**src/rtl/rf_pkg.sv**
```systemverilog
// Shared types and constants for the register-file write-port scheduler.
package rf_pkg;

  localparam int RF_AW = 5;
  localparam int RF_DW = 8;

  // Bit positions in the internal grant vector.
  localparam int REQ_CPU = 0;
  localparam int REQ_DBG = 1;

  typedef enum logic {
    ST_CLEAR = 1'b0,
    ST_RUN   = 1'b1
  } rf_state_e;

endpackage

```
**src/rtl/rf_write_sched_if.sv**
```systemverilog
// Requester and RAM-lane signals of the write-port scheduler.
interface rf_write_sched_if
  import rf_pkg::*;
#(
  parameter int AW = RF_AW,
  parameter int DW = RF_DW
);

  logic          clr_req;
  logic          req0;
  logic [AW-1:0] addr0;
  logic [DW-1:0] data0;
  logic          gnt0;
  logic          req1;
  logic [AW-1:0] addr1;
  logic [DW-1:0] data1;
  logic          gnt1;
  logic [AW-1:0] ram_addr;
  logic [DW-1:0] ram_di;
  logic          ram_we;
  logic          busy;

  modport slave (
    input  clr_req, req0, addr0, data0, req1, addr1, data1,
    output gnt0, gnt1, ram_addr, ram_di, ram_we, busy
  );

  modport master (
    output clr_req, req0, addr0, data0, req1, addr1, data1,
    input  gnt0, gnt1, ram_addr, ram_di, ram_we, busy
  );

endinterface

```
**src/rtl/rf_starve_cnt.sv**
```systemverilog
// Saturating count of consecutive cycles in which requester 1 was denied.
module rf_starve_cnt #(
  parameter int unsigned LIMIT = 4,
  parameter int          CW    = 4
) (
  input  logic clk,
  input  logic rst_n,
  input  logic inc,
  input  logic clr,
  output logic at_limit
);

  localparam logic [CW-1:0] LIM = CW'(LIMIT);

  logic [CW-1:0] cnt_q, cnt_d;

  always_comb begin
    cnt_d = cnt_q;
    if (clr) begin
      cnt_d = '0;
    end else if (inc && (cnt_q != LIM)) begin
      cnt_d = cnt_q + 1'b1;
    end
  end

  always_ff @(posedge clk or negedge rst_n) begin
    if (!rst_n) begin
      cnt_q <= '0;
    end else begin
      cnt_q <= cnt_d;
    end
  end

  assign at_limit = (cnt_q == LIM);

endmodule

```
**src/rtl/rf_write_sched.sv**
```systemverilog
// Write-port arbiter and power-on clear sequencer for the LUT-RAM register file.
//   state    | meaning
//   ST_CLEAR | writing CLR_VAL to every entry, requesters held off
//   ST_RUN   | arbitrating req0/req1 onto the write port
module rf_write_sched
  import rf_pkg::*;
#(
  parameter int          AW      = RF_AW,
  parameter int          DW      = RF_DW,
  parameter int unsigned STARVE  = 4,
  parameter logic [DW-1:0] CLR_VAL = '0
) (
  input logic             clk,
  input logic             rst_n,
  rf_write_sched_if.slave bus
);

  rf_state_e     state_q, state_d;
  logic [AW-1:0] clr_cnt_q, clr_cnt_d;
  logic [AW-1:0] last_addr_q, last_addr_d;
  logic [DW-1:0] last_di_q, last_di_d;

  logic [1:0]    gnt;
  logic          we;
  logic [AW-1:0] addr;
  logic [DW-1:0] di;
  logic          starve_inc, starve_clr, starve_at_limit;

  always_comb begin
    gnt  = '0;
    we   = 1'b0;
    addr = last_addr_q;
    di   = last_di_q;
    if (state_q == ST_CLEAR) begin
      we   = 1'b1;
      addr = clr_cnt_q;
      di   = CLR_VAL;
    end else begin
      // req0 wins unless req1 has been denied STARVE cycles in a row.
      gnt[REQ_DBG] = bus.req1 && (starve_at_limit || !bus.req0);
      gnt[REQ_CPU] = bus.req0 && !gnt[REQ_DBG];
      if (gnt[REQ_DBG]) begin
        we   = 1'b1;
        addr = bus.addr1;
        di   = bus.data1;
      end else if (gnt[REQ_CPU]) begin
        we   = 1'b1;
        addr = bus.addr0;
        di   = bus.data0;
      end
    end
  end

  always_comb begin
    state_d     = state_q;
    clr_cnt_d   = clr_cnt_q;
    last_addr_d = last_addr_q;
    last_di_d   = last_di_q;
    if (we) begin
      last_addr_d = addr;
      last_di_d   = di;
    end
    if (state_q == ST_CLEAR) begin
      clr_cnt_d = clr_cnt_q + 1'b1;
      if (&clr_cnt_q) begin
        state_d = ST_RUN;
      end
    end else if (bus.clr_req) begin
      state_d   = ST_CLEAR;
      clr_cnt_d = '0;
    end
  end

  always_ff @(posedge clk or negedge rst_n) begin
    if (!rst_n) begin
      state_q     <= ST_CLEAR;
      clr_cnt_q   <= '0;
      last_addr_q <= '0;
      last_di_q   <= CLR_VAL;
    end else begin
      state_q     <= state_d;
      clr_cnt_q   <= clr_cnt_d;
      last_addr_q <= last_addr_d;
      last_di_q   <= last_di_d;
    end
  end

  assign starve_inc = (state_q == ST_RUN) && bus.req1 && !gnt[REQ_DBG];
  assign starve_clr = (state_q == ST_CLEAR) || bus.clr_req || gnt[REQ_DBG] || !bus.req1;

  rf_starve_cnt #(.LIMIT(STARVE)) u_starve (
    .clk      (clk),
    .rst_n    (rst_n),
    .inc      (starve_inc),
    .clr      (starve_clr),
    .at_limit (starve_at_limit)
  );

  // Reset gates the strobes directly so the lanes never see a write while rst_n is low.
  assign bus.ram_we   = we & rst_n;
  assign bus.gnt0     = gnt[REQ_CPU] & rst_n;
  assign bus.gnt1     = gnt[REQ_DBG] & rst_n;
  assign bus.busy     = (state_q == ST_CLEAR) | ~rst_n;
  assign bus.ram_addr = addr;
  assign bus.ram_di   = di;

endmodule

```
**src/flat_wrapper.sv**
```systemverilog
// flat-port wrapper written by rule: the top's interface ports become plain ports
module rf_write_sched_flat import rf_pkg::*;
#(
  parameter int          AW      = RF_AW,
  parameter int          DW      = RF_DW,
  parameter int unsigned STARVE  = 4,
  parameter logic [DW-1:0] CLR_VAL = '0
)
  (clk, rst_n, bus_clr_req, bus_req0, bus_addr0, bus_data0, bus_req1, bus_addr1, bus_data1, bus_gnt0, bus_gnt1, bus_ram_addr, bus_ram_di, bus_ram_we, bus_busy);
  rf_write_sched_if #(.AW(AW), .DW(DW)) bus_i ();
  input logic clk;
  input logic rst_n;
  input wire logic [$bits(bus_i.clr_req)-1:0] bus_clr_req;
  input wire logic [$bits(bus_i.req0)-1:0] bus_req0;
  input wire logic [$bits(bus_i.addr0)-1:0] bus_addr0;
  input wire logic [$bits(bus_i.data0)-1:0] bus_data0;
  input wire logic [$bits(bus_i.req1)-1:0] bus_req1;
  input wire logic [$bits(bus_i.addr1)-1:0] bus_addr1;
  input wire logic [$bits(bus_i.data1)-1:0] bus_data1;
  output wire logic [$bits(bus_i.gnt0)-1:0] bus_gnt0;
  output wire logic [$bits(bus_i.gnt1)-1:0] bus_gnt1;
  output wire logic [$bits(bus_i.ram_addr)-1:0] bus_ram_addr;
  output wire logic [$bits(bus_i.ram_di)-1:0] bus_ram_di;
  output wire logic [$bits(bus_i.ram_we)-1:0] bus_ram_we;
  output wire logic [$bits(bus_i.busy)-1:0] bus_busy;
  assign bus_i.clr_req = bus_clr_req;
  assign bus_i.req0 = bus_req0;
  assign bus_i.addr0 = bus_addr0;
  assign bus_i.data0 = bus_data0;
  assign bus_i.req1 = bus_req1;
  assign bus_i.addr1 = bus_addr1;
  assign bus_i.data1 = bus_data1;
  assign bus_gnt0 = bus_i.gnt0;
  assign bus_gnt1 = bus_i.gnt1;
  assign bus_ram_addr = bus_i.ram_addr;
  assign bus_ram_di = bus_i.ram_di;
  assign bus_ram_we = bus_i.ram_we;
  assign bus_busy = bus_i.busy;
  rf_write_sched #(.AW(AW), .DW(DW), .STARVE(STARVE), .CLR_VAL(CLR_VAL)) u_core (.clk(clk), .rst_n(rst_n), .bus(bus_i));
endmodule
```
**config.mk**
```make
export PLATFORM = sky130hd
export DESIGN_NAME = rf_write_sched_flat
export DESIGN_NICKNAME = d
export VERILOG_FILES = /design/src/rtl/rf_pkg.sv /design/src/rtl/rf_write_sched_if.sv /design/src/rtl/rf_starve_cnt.sv /design/src/rtl/rf_write_sched.sv /design/src/flat_wrapper.sv
export SDC_FILE = /design/constraint.sdc
export NUM_CORES = 1
export LEC_CHECK = 0
export ABC_AREA = 1
export BUFFER_PORTS_ARGS = -buffer_cell sky130_fd_sc_hd__buf_2
export CORE_MARGIN = 3
export CORE_UTILIZATION = 30
export CTS_BUF_LIST = sky130_fd_sc_hd__clkbuf_2 sky130_fd_sc_hd__clkbuf_4 sky130_fd_sc_hd__clkbuf_8
export DETAILED_ROUTE_END_ITERATION = 10
export PLACE_DENSITY_LB_ADDON = 0.08
export SLEW_MARGIN = 10
export SYNTH_ARGS = -nofsm -noshare
export SYNTH_HDL_FRONTEND = slang
export SYNTH_SLANG_ARGS = --single-unit
```
**constraint.sdc**
```tcl
create_clock -name clk -period 4.03 [get_ports clk]
set_clock_uncertainty 0.05 [all_clocks]
set_input_delay 0.6045 -clock clk [delete_from_list [all_inputs] [get_ports clk]]
set_output_delay 0.6045 -clock clk [all_outputs]
set_load 0.005 [all_outputs]
```
Word level (Yosys, flattened, before mapping)
Index checks and enable logic that the tools add are counted.

Register bits after elaboration: 23.

Reduce and logical (&&, ||, !) cells: 15. Mux-type cells: 17. Add/subtract/negate cells: 2. Bitwise operators: 6. Eq/ne operators: 3.

Operators with widths (count): $mux 5 (5); $mux 8 (3); $mux 4 (2); $mux 1 (6); $add 5x1->5 const B (1); $logic_and 1x1->1 (5); $reduce_and 5->1 (1); $add 4x1->4 const B (1); $eq 4x3->1 const B (1); $logic_not 1->1 (4); $logic_or 1x1->1 (4); $ne 4x3->1 const B (1); $and 1x1->1 (3); $mux 2 (1); $ne 2x2->1 const B (1); $not 1->1 (2); $reduce_bool 2->1 (1); $or 1x1->1 (1).

Logic depth before layout (Yosys ltp)
Gate-level depths: netlist of run 1.

Depth in word-level cells: 11. Mapped depth: 9. Gate-level depth less buffers: 9.

Hierarchy
Synthesis of run 1 repeated with hierarchy kept, for this count alone.

Cells, all modules: 203. Area, all modules: 1470.2 um^2.

By module, submodules not included: rf_write_sched (area each 1217.4 um^2, cells each 171, times used 1, seq. area each 475.5 um^2); rf_starve_cnt (area each 252.7 um^2, cells each 32, times used 1, seq. area each 100.1 um^2).

Worst setup path before layout of run 1
Ideal clock, no wire load.

Kind: in2out. Start: in bus_req1. End: out bus_ram_we. Arrival time: 1.216 ns. Stages: 4. Slack: 2.159 ns. Cell sequence: clkbuf_2 -> buf_2 -> nor2_1 -> a21boi_0.

Cells in the longest elaborated chain, start to end: 7.

RTL lines: start: declaration (RTL line flat_wrapper.sv:17) `input wire logic [$bits(bus_i.req1)-1:0] bus_req1;`; $logic_and 1x1->1 * (RTL line rf_write_sched.sv:40) `gnt[REQ_DBG] = bus.req1 && (starve_at_limit || !bus.req0);`; $logic_not 1->1 (RTL line rf_write_sched.sv:41) `gnt[REQ_CPU] = bus.req0 && !gnt[REQ_DBG];`; $logic_and 1x1->1 (RTL line rf_write_sched.sv:41); $mux 1 (RTL line rf_write_sched.sv:46) `end else if (gnt[REQ_CPU]) begin`; $mux 1 * (RTL line rf_write_sched.sv:42) `if (gnt[REQ_DBG]) begin`; $mux 1 * (RTL line rf_write_sched.sv:34) `if (state_q == ST_CLEAR) begin`; $and 1x1->1 * (RTL line rf_write_sched.sv:100) `assign bus.ram_we = we & rst_n;`; end: declaration (RTL line flat_wrapper.sv:24) `output wire logic [$bits(bus_i.ram_we)-1:0] bus_ram_we;`.

Every way passes the cells marked *; elsewhere a longest branch is shown, timed or not.

Worst setup path in the final report of run 1
Start: reg u_core.u_starve.cnt_q[0]. End: out bus_ram_di[3].

Cells in the longest elaborated chain, start to end: 8.

RTL lines: start: declaration (RTL line rf_starve_cnt.sv:15) `logic [CW-1:0] cnt_q, cnt_d;`; start signal: assignment (RTL line rf_starve_cnt.sv:30) `cnt_q <= cnt_d;`; $eq 4x3->1 * (RTL line rf_starve_cnt.sv:34) `assign at_limit = (cnt_q == LIM);`; $logic_or 1x1->1 * (RTL line rf_write_sched.sv:40); $logic_and 1x1->1 * (RTL line rf_write_sched.sv:40); $logic_not 1->1 (RTL line rf_write_sched.sv:41); $logic_and 1x1->1 (RTL line rf_write_sched.sv:41); $mux 8 (RTL line rf_write_sched.sv:46); $mux 8 * (RTL line rf_write_sched.sv:42); $mux 8 * (RTL line rf_write_sched.sv:34); end: declaration (RTL line flat_wrapper.sv:23) `output wire logic [$bits(bus_i.ram_di)-1:0] bus_ram_di;`.

Marked as above.

==> flow_metrics.tcl, run 1 <==
set metrics [dict create \
    grt_pass1_vias 1173 \
    synth-simple-area-share_pct 35.2 \
    path_class "reg -> out" \
    n_fill_cell 448 \
    synthCells 180 \
    cts_max_path_buffers 2 \
    slew_viol_final 0 \
    worstPathArrival_ns 1.84 \
    grt_use_total_pct 12.8 \
    cts_root_buffer "clkbuf_8" \
    clk_pin_slew_ns 0.08 \
    drt_iter0_drc 26 \
    worst_pin_slew_ns 0.724 \
    ioPinCount 48 \
    dp_cells 268 \
    synth.area.mux_share_pct 0.751 \
    synth_compound_area_share_pct 9.58 \
    period_share_pct 62.0 \
    die_x_um 72.6 \
    cts_made_buffers 3 \
    wl_per_cell_um 11.9 \
    vias_per_cell 4.48 \
    yosysSeqAreaShare_pct 43.2 \
    synth-seq-cells 23 \
    fmax_mhz 400 \
    yosys_warnings 0 \
    rsz0062_at_grt "no" \
    drt-total-wl_mm 3.23 \
    synth_xor_area_share_pct 1.31 \
    yosys.area_share.adder_pct 3.76 \
    rrSetupSlack_ns 2.28 \
    port_buffers 47 \
    yosysUniqueCellTypes 24 \
    ir_worst_vdd_mv 0.294 \
    cts_tree "built" \
    ant_nets 0 \
    dpl.hpwl_mm 2.39 \
    setup_violations 0 \
    dieArea_um2 5280 \
    period_minus_slack_ns 2.50 \
    critPathMaxFanout 16 \
    powerDensity_nw_per_um2 466 \
    finalNetCount 258 \
    tns_ns 0 \
    grt_pass1_wl_mm 5.34 \
    cts_setup_buffers 0 \
    required_ns 3.38 \
    place.gp.congestion 0.712 \
    finalHoldViolCount 0 \
    total_leakage_power_nw 0.889 \
    die_h_um 72.6 \
    vias 1218 \
    cap_violations 0 \
    synth_nets 215 \
    r2r-start "u_core.state_q" \
    coreArea_um2 4140 \
    drtPass1Iterations 4 \
    relSlewSlack_pct 51.7 \
    drive_gt1_share_pct 26.6 \
    clock_sinks 23 \
    drc_errors 0 \
    status "complete, no violations" \
    ctsHoldBuffers 0 \
    synth_top_family_by_area "simple AND/OR/NAND/NOR gates" \
    antenna_found_initial 0 \
    reg2regPathDepth 5 \
    synth.avg_cell_area_um2 7.40 \
    start_util_pct 32.2 \
    overflow 0 \
    row_count 23 \
    grt_max_degree 26 \
    clk_latency_ns 0.26 \
    startpoint_type "register" \
    final_cells 272 \
    cts-resized-gates 0 \
    r2r_end "u_core.clr_cnt_q[3]" \
    endpoint_kind "primary output" \
    hp-class "in -> async" \
    diodes 0 \
    synthToLayoutAreaGrowth_pct 22.2 \
    cts_max_level 1 \
    synth_area_um2 1330 \
]
-- placed cells by master, fill, tap and decap left out, drive strengths merged --
cell type and count:
a21boi 1, a21oi 8, buf 47, clkbuf 3, clkinv 1, dfrtp 23, ha 4, inv 9
mux2i 1, nand2 63, nand3 10, nand3b 4, nand4 2, nor2 24, o21ai 16, or2 4
xnor2 1, xor2 1
-- synthesized netlist by cell type (all sizes together) --
| library cell | count | area [um^2] |
|---|---|---|
| a21boi | 1 | 7.51 |
| a21oi | 8 | 40.0 |
| buf | 6 | 36.3 |
| clkbuf | 3 | 12.5 |
| dfrtp | 23 | 576 |
| ha | 4 | 50.1 |
| inv | 9 | 33.8 |
| mux2i | 1 | 10.0 |
| nand2 | 63 | 246 |
| nand3 | 10 | 50.1 |
| nand3b | 4 | 30.0 |
| nand4 | 2 | 27.5 |
| nor2 | 24 | 90.1 |
| o21ai | 16 | 80.1 |
| or2 | 4 | 25.0 |
| xnor2 | 1 | 8.76 |
| xor2 | 1 | 8.76 |
-- sequential cells by signal, indices dropped and copies added, names as in the netlist --
signal,flops
u_core.u_starve.cnt_q,4
u_core.last_di_q,8
u_core.last_addr_q,5
u_core.clr_cnt_q,5
u_core.state_q,1
-- through the flow --
step                      area [um^2]  total power, mW  utilization [%]  setup WS, ns  hold WS, ns
after floorplan                  1330            0.529                -          2.16        0.259
after global placement           1580            0.629             38.2          1.60        0.433
after detailed placement         1580            0.627             38.2          1.57        0.440
after CTS                        1630            0.776             39.3          1.50        0.292
after global routing             1630            0.847             39.3          1.27        0.316
final                            1630            0.758             39.3          1.53        0.272
-- area by class of cell --
cell class,instances,area (um^2),area share (%)
timing repair buffer,47,235,14.5
clock inverter,1,5.00,0.307
tap,50,62.6,3.84
sequential,23,576,35.4
inverter,9,33.8,2.08
clock buffer,3,41.3,2.54
multi-input combinational,139,674,41.4
-- routing by layer --
metal	vias to the layer above	global-route usage [%]	routed length (um)	part of all wire (%)
li1	656	-	-	-
met1	531	15.8	1430	44
met3	4	2.89	166	5.1
met4	0	3.28	34	1.1
met2	27	22.4	1600	50
met5	-	0	0	0
-- critical path, cell delays in order, from the launching register on --
cell,delay [ns]
dfrtp_1,0.42
inv_1,0.07
ha_1,0.14
nand3_1,0.08
nand2_2,0.24
nand2_4,0.19
o21ai_0,0.25
nor2_1,0.06
buf_2,0.12
-- cell families after synthesis --
logic type	Yosys count
DFF	23
muxes	1
adders and majority gates	4
AOI/OAI and AO/OA	25
buffers and inverters	18
and+or+nand+nor	107
xor gates and xnor gates	2
-- how the worst max path moves through the flow --
stage / startpoint / endpoint / slack (ns) / depth (start not counted)
3_3_place_gp: bus_req0 / bus_ram_addr[0] / 1.60 / 8
3_5_place_dp: bus_req0 / bus_ram_addr[0] / 1.57 / 8
4_1_cts: u_core.u_starve.cnt_q[0] / bus_ram_di[3] / 1.50 / 8
2_1_floorplan: bus_req1 / bus_ram_we / 2.16 / 4
5_1_grt: u_core.u_starve.cnt_q[0] / bus_ram_di[7] / 1.27 / 8
6_report: u_core.u_starve.cnt_q[0] / bus_ram_di[3] / 1.53 / 8
-- power by group --
part,switching [mW],total [mW],internal [mW]
logic,0.151,0.274,0.123
clock network,0.0737,0.143,0.0689
registers,0.0475,0.342,0.294
Power figures use the tool's default switching activity.
==> inputs of run 2 (changes only) <==
--- a/config.mk
+++ b/config.mk
@@ -5,7 +5,7 @@
 export SDC_FILE = /design/constraint.sdc
 export NUM_CORES = 1
 export LEC_CHECK = 0
-export ABC_AREA = 1
+export ABC_AREA = 0
 export BUFFER_PORTS_ARGS = -buffer_cell sky130_fd_sc_hd__buf_2
 export CORE_MARGIN = 3
 export CORE_UTILIZATION = 30
==> constraint.sdc (replaced) <==
create_clock -name clk -period 2.3 [get_ports clk]
set_clock_uncertainty 0.05 [all_clocks]
set_input_delay 0.345 -clock clk [delete_from_list [all_inputs] [get_ports clk]]
set_output_delay 0.345 -clock clk [all_outputs]
set_load 0.005 [all_outputs]
==> flow_metrics.tcl, run 2 <==
set metrics [dict create \
    status "complete, no violations" \
    cts_root_buffer "clkbuf_8" \
    finalHoldViolCount 0 \
    dp_slack_ns 0.229 \
    relSlewSlack_pct 45.6 \
    yosys_warnings 0 \
    die_x_um 76.3 \
    cts_max_level 1 \
    dpl.hpwl_mm 2.85 \
    layout_commonest_cell "buf_2" \
    cp-startpoint "u_core.u_starve.cnt_q[0]" \
    row_count 24 \
    r2r-start "u_core.state_q" \
    clock_sinks 23 \
    setup_violations 0 \
    ys_top_cells_by_count "23 x dfrtp_1, 16 x o211a_1, 12 x mux2_2, 10 x inv_1" \
    synth.avg_cell_area_um2 10.3 \
    total_leakage_power_nw 1.13 \
    cap_violations 0 \
    yosysSeqAreaShare_pct 38.8 \
    drc_errors 0 \
    yosys.area.top_type "dfrtp_1" \
    clk_pin_slew_ns 0.08 \
    worstPathArrival_ns 1.83 \
    die_h_um 76.3 \
    wl_per_cell_um 15.4 \
    worstPathBufferInverterCount 2 \
    grt_max_degree 28 \
    ant_nets 0 \
    slew_viol_final 0 \
    grt_pass1_vias 1311 \
    dieArea_um2 5820 \
    clk_latency_ns 0.27 \
    fmax_mhz 450 \
    critPathMaxFanout 7 \
    grt_pass1_wl_mm 6.45 \
    vias_per_cell 5.17 \
    final_cell_mix "47 x buf_2, 23 x dfrtp_1, 16 x o211a_1, 12 x mux2_2, 10 x inv_1" \
    ioPinCount 48 \
    synthToLayoutAreaGrowth_pct 30.5 \
    n_fill_cell 471 \
    start_util_pct 32.5 \
    path_class "reg -> out" \
    largest_reg_flops 8 \
    drive_gt1_share_pct 43.5 \
    required_ns 1.90 \
    rsz0062_at_grt "no" \
    endpoint_kind "primary output" \
    finalNetCount 227 \
    worst_pin_slew_ns 0.815 \
    synth_flop_cell "dfrtp_1" \
    fin_hold_ws_ns 0.210 \
    synth_area_um2 1480 \
    top_register "u_core.last_di_q" \
    power_mw 1.36 \
    synth.area.top_cells "dfrtp_1 39%, o211a_1 11%, mux2_2 9.1%" \
    antenna_found_initial 0 \
    async_flop_share_pct 100 \
    cts_tree "built" \
    coreArea_um2 4560 \
    overflow 0 \
    cts_max_path_buffers 2 \
    drt-total-wl_mm 3.96 \
    tns_ns 0 \
    crit_path_max_incr_delay_ns 0.41 \
    cts_made_buffers 3 \
    hp-class "in -> reg" \
    diodes 0 \
    slowest_stage "dfrtp_1" \
    synth_nets 179 \
    post-synth-top-count-cell "dfrtp_1" \
    period_minus_slack_ns 2.22 \
    port_buffers 47 \
    startpoint_type "register" \
    drt_iter0_drc 71 \
    synth-seq-cells 23 \
    path_cells "inv_1, ha_4, and3b_2, o32ai_1, a221oi_1, buf_2" \
    vias 1323 \
    powerDensity_nw_per_um2 705 \
    critPathTopFamily "compound AO/OA/AOI/OAI gates" \
    place.gp.congestion 0.743 \
    yosysUniqueCellTypes 34 \
    synthCells 144 \
    synth_top_area_share_pct 38.8 \
    setup_ws_ns 0.0761 \
    period_share_pct 96.7 \
    drtPass1Iterations 4 \
    synth_edf_count 0 \
    post-route-util_pct 42.4 \
    ir_worst_vdd_mv 0.329 \
    grt_use_total_pct 13.7 \
    top_regs "u_core.last_di_q (8), u_core.clr_cnt_q (5), u_core.last_addr_q (5)" \
    min_from "bus_clr_req" \
]
[run 2: changes by cell type after synthesis, sizes merged, moves of 8 or more]
| cell | before | now |
|---|---|---|
| mux2 | 0 | 13 |
| nand2 | 63 | 2 |
| nand3 | 10 | 2 |
| nor2 | 24 | 4 |
| o211a | 0 | 16 |
| o21ai | 16 | 2 |
| o21bai | 0 | 9 |
| o22ai | 0 | 9 |
[run 2: routing by layer]
| metal | part of all wire, % | global-route usage (%) | up-vias |
|---|---|---|---|
| met2 | 45 | 20.7 | 41 |
| li1 | - | - | 636 |
| met4 | 1.4 | 5.25 | 0 |
| met5 | 0 | 0 | - |
| met3 | 5.5 | 2.60 | 5 |
| met1 | 48 | 19.3 | 641 |
[run 2: worst paths after layout]
check | slack (ns) | end | cells past startpoint
setup / recovery | 0.08 | bus_ram_addr[2] | 6
hold reg to reg | 0.44 | u_core.u_starve.cnt_q[0] | 1
hold / removal | 0.21 | u_core.clr_cnt_q[0] | 2
max in group asynchronous | 1.23 | u_core.clr_cnt_q[0] | 3
setup reg to reg | 0.38 | u_core.u_starve.cnt_q[1] | 3
min in group asynchronous | 0.47 | u_core.last_addr_q[1] | 2
[run 2: area by class of cell]
cell class                 count  area (um^2)  share of cell area (%)
multi-input combinational     98          873                    45.1
sequential                    23          576                    29.8
timing repair buffer          55          314                    16.2
inverter                      11         41.3                    2.13
tap                           65         81.3                    4.20
clock buffer                   4         48.8                    2.52
[run 2: cells by family after synthesis]
group	count (synthesis)	share of synthesized area (%)
and+or+nand+nor	27	11.4
AOI/OAI and AO/OA	52	28.4
adders and majority gates	4	3.38
DFF	23	38.8
xor gates and xnor gates	1	0.591
buffers and inverters	23	6.92
muxes	14	10.5
[run 2: worst register-to-register path, stage by stage, from the launching register on]
cell and delay (ns):
dfrtp_1 0.88, nand2b_1 0.33, or3_4 0.44, nor3b_2 0.16
[run 2: timing repair]
action / in CTS / in global routing
setup endpoints to repair: 4 / 14
gates resized for setup: 1 / 13
pin swaps: 0 / 2
hold endpoints to repair: 10 / 0
hold buffers: 1 / 0
setup buffers: 1 / 2
[run 2: metrics by stage]
stage	instance area (um^2)	instances
after floorplan	1480	144
final	1930	256
after global routing	1930	256
after global placement	1780	248
after detailed placement	1780	248
after CTS	1850	254
[run 2: report_power, final]
| group | total, mW | internal, mW | switching, mW |
|---|---|---|---|
| sequential | 0.574 | 0.507 | 0.0675 |
| clock | 0.270 | 0.136 | 0.134 |
| combinational | 0.520 | 0.263 | 0.257 |
